$ cat src/rtl/sha256_round_core.sv
// SHA-256 single-block compression engine with valid/ready on both sides.
// Accepts a 512-bit block plus a 256-bit chaining value, runs 64 rounds at
// UNROLL rounds per clock, then presents the feed-forwarded hash and the tag.
//
// Ports:
//   clk, reset          clock; synchronous active-high reset
//   in_valid/in_ready   input handshake (block, chaining value, tag)
//   data_in             W[0..15], lane i in bits [32i+31:32i]
//   v_in                H[0..7], lane i in bits [32i+31:32i], never byte-swapped
//   tag_in/tag_out      side-band tag carried from accept to result
//   out_valid/out_ready output handshake
//   hash_out            H[i] + final working register i per lane
//   busy                high while rounds are running
module sha256_round_core #(
   parameter int unsigned UNROLL    = 1,
   parameter bit          BYTE_SWAP = 1'b1,
   parameter int unsigned TAG_W     = 32
) (
   input  logic             clk,
   input  logic             reset,
   input  logic             in_valid,
   output logic             in_ready,
   input  logic [511:0]     data_in,
   input  logic [255:0]     v_in,
   input  logic [TAG_W-1:0] tag_in,
   output logic             out_valid,
   input  logic             out_ready,
   output logic [255:0]     hash_out,
   output logic [TAG_W-1:0] tag_out,
   output logic             busy
);

   if (!(UNROLL == 1 || UNROLL == 2 || UNROLL == 4 || UNROLL == 8)) begin : g_bad_unroll
      $error("sha256_round_core: UNROLL must be 1, 2, 4 or 8");
   end

   localparam int unsigned Steps = 64 / UNROLL;
   localparam int unsigned CntW  = $clog2(Steps);
   localparam logic [CntW-1:0] LastCnt = CntW'(Steps - 1);

   localparam logic [31:0] KTable [64] = '{
      32'h428a2f98, 32'h71374491, 32'hb5c0fbcf, 32'he9b5dba5,
      32'h3956c25b, 32'h59f111f1, 32'h923f82a4, 32'hab1c5ed5,
      32'hd807aa98, 32'h12835b01, 32'h243185be, 32'h550c7dc3,
      32'h72be5d74, 32'h80deb1fe, 32'h9bdc06a7, 32'hc19bf174,
      32'he49b69c1, 32'hefbe4786, 32'h0fc19dc6, 32'h240ca1cc,
      32'h2de92c6f, 32'h4a7484aa, 32'h5cb0a9dc, 32'h76f988da,
      32'h983e5152, 32'ha831c66d, 32'hb00327c8, 32'hbf597fc7,
      32'hc6e00bf3, 32'hd5a79147, 32'h06ca6351, 32'h14292967,
      32'h27b70a85, 32'h2e1b2138, 32'h4d2c6dfc, 32'h53380d13,
      32'h650a7354, 32'h766a0abb, 32'h81c2c92e, 32'h92722c85,
      32'ha2bfe8a1, 32'ha81a664b, 32'hc24b8b70, 32'hc76c51a3,
      32'hd192e819, 32'hd6990624, 32'hf40e3585, 32'h106aa070,
      32'h19a4c116, 32'h1e376c08, 32'h2748774c, 32'h34b0bcb5,
      32'h391c0cb3, 32'h4ed8aa4a, 32'h5b9cca4f, 32'h682e6ff3,
      32'h748f82ee, 32'h78a5636f, 32'h84c87814, 32'h8cc70208,
      32'h90befffa, 32'ha4506ceb, 32'hbef9a3f7, 32'hc67178f2
   };

   typedef enum logic [1:0] {StIdle, StRun, StDone} state_e;

   function automatic logic [31:0] rotr(input logic [31:0] x, input int unsigned n);
      return (x >> n) | (x << (32 - n));
   endfunction

   function automatic logic [31:0] lane_sw(input logic [31:0] x);
      return BYTE_SWAP ? {x[7:0], x[15:8], x[23:16], x[31:24]} : x;
   endfunction

   function automatic logic [31:0] big_s0(input logic [31:0] x);
      return rotr(x, 2) ^ rotr(x, 13) ^ rotr(x, 22);
   endfunction

   function automatic logic [31:0] big_s1(input logic [31:0] x);
      return rotr(x, 6) ^ rotr(x, 11) ^ rotr(x, 25);
   endfunction

   function automatic logic [31:0] sml_s0(input logic [31:0] x);
      return rotr(x, 7) ^ rotr(x, 18) ^ (x >> 3);
   endfunction

   function automatic logic [31:0] sml_s1(input logic [31:0] x);
      return rotr(x, 17) ^ rotr(x, 19) ^ (x >> 10);
   endfunction

   state_e            state_q, state_d;
   logic [CntW-1:0]   cnt_q, cnt_d;
   logic [31:0]       work_q [8];  // a..h
   logic [31:0]       work_d [8];
   logic [31:0]       v_q [8];
   logic [31:0]       v_d [8];
   logic [31:0]       w_q [16];    // W[t0..t0+15], t0 = first round of this edge
   logic [31:0]       w_d [16];
   logic [TAG_W-1:0]  tag_q, tag_d;
   logic [255:0]      hash_q, hash_d;
   logic [TAG_W-1:0]  tag_out_q, tag_out_d;
   logic              load;

   // Round datapath: UNROLL chained rounds from the current registers.
   logic [31:0] sched [16+UNROLL];
   logic [31:0] rw [8];
   logic [31:0] t1, t2;
   logic [5:0]  rnd;

   always_comb begin
      t1  = '0;
      t2  = '0;
      rnd = '0;
      for (int i = 0; i < 16; i++) sched[i] = w_q[i];
      // Extend the window by UNROLL words so it can shift UNROLL positions.
      for (int j = 0; j < int'(UNROLL); j++) begin
         sched[16+j] = sched[j] + sml_s0(sched[j+1]) + sched[j+9] + sml_s1(sched[j+14]);
      end
      rw = work_q;
      for (int u = 0; u < int'(UNROLL); u++) begin
         rnd   = 6'(int'(cnt_q) * int'(UNROLL) + u);
         t1    = rw[7] + big_s1(rw[4]) + ((rw[4] & rw[5]) ^ (~rw[4] & rw[6]))
                 + KTable[rnd] + sched[u];
         t2    = big_s0(rw[0]) + ((rw[0] & rw[1]) ^ (rw[0] & rw[2]) ^ (rw[1] & rw[2]));
         rw[7] = rw[6];
         rw[6] = rw[5];
         rw[5] = rw[4];
         rw[4] = rw[3] + t1;
         rw[3] = rw[2];
         rw[2] = rw[1];
         rw[1] = rw[0];
         rw[0] = t1 + t2;
      end
   end

   assign in_ready  = (state_q == StIdle) || ((state_q == StDone) && out_ready);
   assign out_valid = (state_q == StDone);
   assign busy      = (state_q == StRun);
   assign hash_out  = hash_q;
   assign tag_out   = tag_out_q;

   always_comb begin
      state_d   = state_q;
      cnt_d     = cnt_q;
      work_d    = work_q;
      v_d       = v_q;
      w_d       = w_q;
      tag_d     = tag_q;
      hash_d    = hash_q;
      tag_out_d = tag_out_q;
      load      = 1'b0;

      unique case (state_q)
         StIdle: begin
            load = in_valid;
         end
         StRun: begin
            cnt_d  = cnt_q + CntW'(1);
            work_d = rw;
            for (int i = 0; i < 16; i++) w_d[i] = sched[i+UNROLL];
            if (cnt_q == LastCnt) begin
               for (int i = 0; i < 8; i++) hash_d[32*i +: 32] = lane_sw(v_q[i] + rw[i]);
               tag_out_d = tag_q;
               state_d   = StDone;
            end
         end
         StDone: begin
            if (out_ready) begin
               state_d = StIdle;
               load    = in_valid;
            end
         end
         default: state_d = StIdle;
      endcase

      // Accept overrides the DONE->IDLE transition when both happen together.
      if (load) begin
         for (int i = 0; i < 8; i++) begin
            work_d[i] = v_in[32*i +: 32];
            v_d[i]    = v_in[32*i +: 32];
         end
         for (int i = 0; i < 16; i++) w_d[i] = lane_sw(data_in[32*i +: 32]);
         tag_d   = tag_in;
         cnt_d   = '0;
         state_d = StRun;
      end
   end

   always_ff @(posedge clk) begin
      if (reset) begin
         state_q   <= StIdle;
         cnt_q     <= '0;
         hash_q    <= '0;
         tag_out_q <= '0;
      end else begin
         state_q   <= state_d;
         cnt_q     <= cnt_d;
         hash_q    <= hash_d;
         tag_out_q <= tag_out_d;
      end
   end

   // Datapath registers need no reset: they are fully loaded on accept.
   always_ff @(posedge clk) begin
      work_q <= work_d;
      v_q    <= v_d;
      w_q    <= w_d;
      tag_q  <= tag_d;
   end

endmodule

$ cat config.mk
export PLATFORM = sky130hd
export DESIGN_NAME = sha256_round_core
export DESIGN_NICKNAME = d
export VERILOG_FILES = /design/src/rtl/sha256_round_core.sv
export SDC_FILE = /design/constraint.sdc
export NUM_CORES = 2
export LEC_CHECK = 0
export CAP_MARGIN = 10
export CORE_AREA = 5 5 426 428
export DETAILED_ROUTE_END_ITERATION = 7
export DIE_AREA = 0 0 431 433
export PLACE_DENSITY_LB_ADDON = 0.3
export SLEW_MARGIN = 10
export SYNTH_ARGS = -nofsm -noshare
export SYNTH_HDL_FRONTEND = slang
export SYNTH_SLANG_ARGS = --single-unit
$ cat constraint.sdc
create_clock -name clk -period 19.4 [get_ports clk]
set_input_delay 1.94 -clock clk [delete_from_list [all_inputs] [get_ports clk]]
set_output_delay 1.94 -clock clk [all_outputs]
set_load 0.03 [all_outputs]
Word level (Yosys, flattened, before mapping) --
Memory sizes are Yosys's and may differ from the RTL's. Index checks and enable logic that the tools add are counted.
Word-level totals: register bits after elaboration 1352, ROM bits 2048, output and inout port bits 291, logic and storage cells 116, memories 1
Operators by class: $add $sub $neg 19, magnitude comparators 1, equal/unequal tests 8, multiplexer cells 12, bitwise operators 29, reductions and logical operators 8
Memories:
- (name not given) | depth 64, bits a word 32, read ports 1, clocked after memory_dff 0, wr ports 0, line 118 | + KTable[rnd] + sched[u];
Operator list (count):
- $mux W512 | 2
- $add A32 B32 Y32 | 18
- $mux W256 | 2
- $xor A32 B32 Y32 | 9
- $and A32 B32 Y32 | 5
- $mux W32 | 2
- $not A32 Y32 | 1
- $or A10 B32 Y32 | 1
- $or A13 B32 Y32 | 1
- $or A14 B32 Y32 | 1
- $or A15 B32 Y32 | 1
- $or A19 B32 Y32 | 1
- $or A21 B32 Y32 | 1
- $or A25 B32 Y32 | 1
- $or A26 B32 Y32 | 1
- $or A30 B32 Y32 | 1
- $or A7 B32 Y32 | 1
- $xor A32 B22 Y32 | 1
- $xor A32 B29 Y32 | 1
- $ge A7 B7 Y1 const B | 1
- $not A6 Y7 | 1
- $add A6 B1 Y6 const B | 1
- $eq A6 B6 Y1 const B | 1
- $ne A3 B1 Y1 const B | 2
- 16 further kinds | 20

Longest topological paths before layout --
depth in word-level cells 10, depth in mapped cells 48, depth with buffers taken out 46

Worst setup path before layout --
OpenSTA, ideal clock, no wires.
path type in2reg, from input out_ready, to register work_q, in the netlist rw[0], enable pin, arrival 15.637 ns, data required time 14.039 ns, path slack -1.598 ns, stages 7, path buffers 3, cells stage by stage inv_1 a21oi_1 nand2_1 clkbuf_1 clkbuf_1 buf_1 nand2_1
On the way: cells in the longest elaborated chain, start to end 3
RTL lines:
- start: declaration | line 27 | input logic out_ready,
- $mux W1 | line 163 | if (out_ready) begin
- $pmux W1 S2 | line 148 | unique case (state_q)
- $reduce_bool A2 Y1 (no line)
- end signal: assignment | line 200 | work_q <= work_d;
- end: declaration | line 88 | logic [31:0] work_q [8];
Every way passes these cells. A chain may end at the register's enable or synchronous reset.

Worst setup path in the final report --
from register cnt_q[0], to register hash_q[7] (netlist: hash_out[7])
On the way: cells in the longest elaborated chain, start to end 8, elaborated cells on any way between the ends 10
RTL lines:
- start: declaration | line 87 | logic [CntW-1:0] cnt_q, cnt_d;
- start signal: assignment | line 192 | cnt_q <= cnt_d;
- $not A6 Y7 (not written as such) | line 118
- $mem_v2 Z64 W32
- $mux W32 (not written as such) (2 in series) | line 118
- $add A32 B32 Y32 (2 in series) | line 118
- $add A32 B32 Y32 | line 127 | rw[0] = t1 + t2;
- $add A32 B32 Y32 | line 157 | for (int i = 0; i < 8; i++) hash_d[32*i +: 32] = lane_sw(v_q[i] + rw[i]);
- end signal: assignment | line 193 | hash_q <= hash_d;
- end: declaration | line 95 | logic [255:0] hash_q, hash_d;
Several ways; a longest one is shown, not always the timed one. The select of a mux whose other input is x is not followed.

==> metrics.yaml <==
layout:
  finish.net_count: 10800
  syn_to_final_growth_pct: 22.8
  fill_cells: 15800
  layout-drive-gt1-share_pct: 4.00
timing:
  setup_tns_ps: 0
  fmax_ghz: 0.0941
  finalSetupViolCount: 0
  clock_skew_ps: 40.9
  final_hold_viol_count: 0
  tightest_slew_ps: 1130
  fin_crit_ps: 10630
  slew_viol_final: 0
  slew_headroom_pct: 24.5
  min_period_over_period_pct: 54.8
  rsz0062_at_grt: "no"
drt:
  routed_wl_mm: 319
  drt-wirelength-per-cell_um: 26.8
  ant_nets: 0
  drc: 2
  vias_per_cell: 5.62
  num_vias: 66800
  drt_first_pass_iters: 8
  drtIter0Drc: 7212
clock_network:
  cts_tree: "yes"
  root_buffer: "clkbuf_16"
  postCtsSetupRepairBufs: 0
  clock-sinks: 1352
  numCtsBuffers: 151
  cts-resized-gates: 0
  clockBufferDepth: 3
  insertion_delay_ps: 830
  htree_levels: 4
  clk_pin_slew_ps: 70
  cts_hold_buffers: 0
synth:
  synth_seq_area_share_pct: 47.5
  syn-cell-area_sq_mm: 0.0793
  ys.flop_type: "edfxtp_1"
  post-synth-top-count-cell: "nand2_1"
  synth_largest_area_cell: "edfxtp_1"
  synth_cell_types: 89
  synthTopCellsByArea: "edfxtp_1 (40%), nand2_1 (13%), dfxtp_1 (7.5%), ha_1 (6.4%), fa_1 (5.0%)"
  ys_ff_latch: 1352
  async_flop_share_pct: 0
  synth_warnings: 0
  syn_nets: 9850
  synth_edf_count: 1056
  avgSynthCellArea_sq_um: 9.38
  synth_cells: 8447
  synth_common_cells: "nand2_1 (2702), edfxtp_1 (1056), a21oi_1 (583), inv_1 (459), ha_1 (403)"
  synth_top_area_share_pct: 40.0
global_route:
  grt_pass1_wl_mm: 442
  antenna_found_initial: 73
  grt_use_met1_pct: 42.4
  grt_pass1_vias: 63200
  overflow: 0
  met2_usage_pct: 52.0
  grt_max_degree: 223
  grt_use_total_pct: 32.6
  grt_busiest_layer: "met2"
  use_met3_pct: 6.89
placement:
  dp_hpwl_mm: 250
  place_congestion: 0.967
  port_buffers: 1094
worst_setup_path:
  worstSetupPathType: "flop to flop"
  crit_path_frequent_cell: "a21oi_1"
  critPathMaxFanout: 30
  critPathSlowestCell: "ha_1"
  arrival_ps: 11280
  end_kind: "flop"
  slowest_delay_ps: 560
  start_kind: "flop"
  crit_required_ps: 20050
floorplanning:
  die_h_um: 433
  pin_count: 1095
  dieArea_sq_mm: 0.187
  core_region_area_sq_mm: 0.177
  start_util_pct: 44.7
  rows: 155
  die_x_um: 431
run_status:
  violations: "DRC"
  status: "finished with violations"
flow_run:
  drv_cap: 0
hold_path:
  hold_class: "flop to flop"
-- through the flow --
step           area, sq um  cells  util (%)  hold WS, ps  setup slack [ps]
6_report             97300  11900      54.9          449              8770
5_1_grt              97300  11900      54.8          468              7980
4_1_cts              97200  11800      54.8          451              8870
3_5_place_dp         92200  11600      52.0          442              8930
3_3_place_gp         92200  11600      52.0          438              8860
2_1_floorplan        79300   8447         -          471              6310
-- cell usage in the layout (no fill, tap or decap), types with 51 or more instances in the layout --
cell	instances
a21oi_1	583
fa_1	196
clkbuf_16	157
nand2b_1	63
nor3_1	75
nor2_1	300
nand2_1	2699
o21ai_0	268
clkdlybuf4s50_1	1093
xor2_1	213
ha_1	403
nand3_1	65
xnor2_1	359
nor2b_1	51
dfxtp_1	292
diode_2	59
o21ai_1	62
inv_1	459
a21o_1	217
edfxtp_1	1056
o21a_1	61
-- metal layers --
metal | wire length [um] | part of all wire (%)
met2 | 147000 | 46
met5 | 95 | 0.030
met4 | 17600 | 5.5
met1 | 127000 | 40
met3 | 26900 | 8.4
-- cell families (layout without fill, tap and decap cells) --
logic type | count (synthesis) | in the layout | synth area share (%)
xor gates and xnor gates | 574 | 574 | 6.36
and+or+nand+nor | 3444 | 3444 | 17.6
buffers and inverters | 856 | 1884 | 4.06
AOI/OAI and AO/OA | 1549 | 1549 | 12.1
other | 0 | 59 | 0
muxes | 68 | 68 | 1.06
adders and majority gates | 604 | 604 | 11.4
DFF | 1352 | 1352 | 47.5
-- state kept, by name, summed over array words and instances, names as in the netlist --
register,count
tag_out,32
v_q,256
cnt_q,6
work_q,64
sched,512
hash_out,256
tag_q,32
state_q,2
rw,192
-- critical path: cells and delay by family (launching register included) --
| family | cells | cell delay, ps |
|---|---|---|
| AOI/OAI and AO/OA | 21 | 3980 |
| DFF | 1 | 310 |
| buffers and inverters | 4 | 820 |
| adders and majority gates | 8 | 3420 |
| xor gates and xnor gates | 4 | 920 |
| and+or+nand+nor | 6 | 1010 |
-- final timing paths --
check,endpoint,cells past startpoint,start,slack [ps]
hold reg to reg,hash_out[196]$_SDFFE_PP0P_,2,hash_out[196]$_SDFFE_PP0P_,450
hold / removal,hash_out[196]$_SDFFE_PP0P_,2,hash_out[196]$_SDFFE_PP0P_,450
setup / recovery,hash_out[7]$_SDFFE_PP0P_,43,cnt_q[0]$_SDFFE_PP0P_,8770
setup reg to reg,hash_out[7]$_SDFFE_PP0P_,43,cnt_q[0]$_SDFFE_PP0P_,8770
-- final cells by class --
class	count	area (sq um)	area share [%]
multi-input combinational	6239	38500	39.5
sequential	1352	37600	38.7
timing repair buffer	1146	11400	11.7
clock buffer	197	4180	4.29
tap	2355	2950	3.03
inverter	462	1740	1.79
clock inverter	79	803	0.825
antenna	59	148	0.152
Power is not shown: default switching activity piles up to over one toggle a cycle in this logic, so the estimate is an artifact.
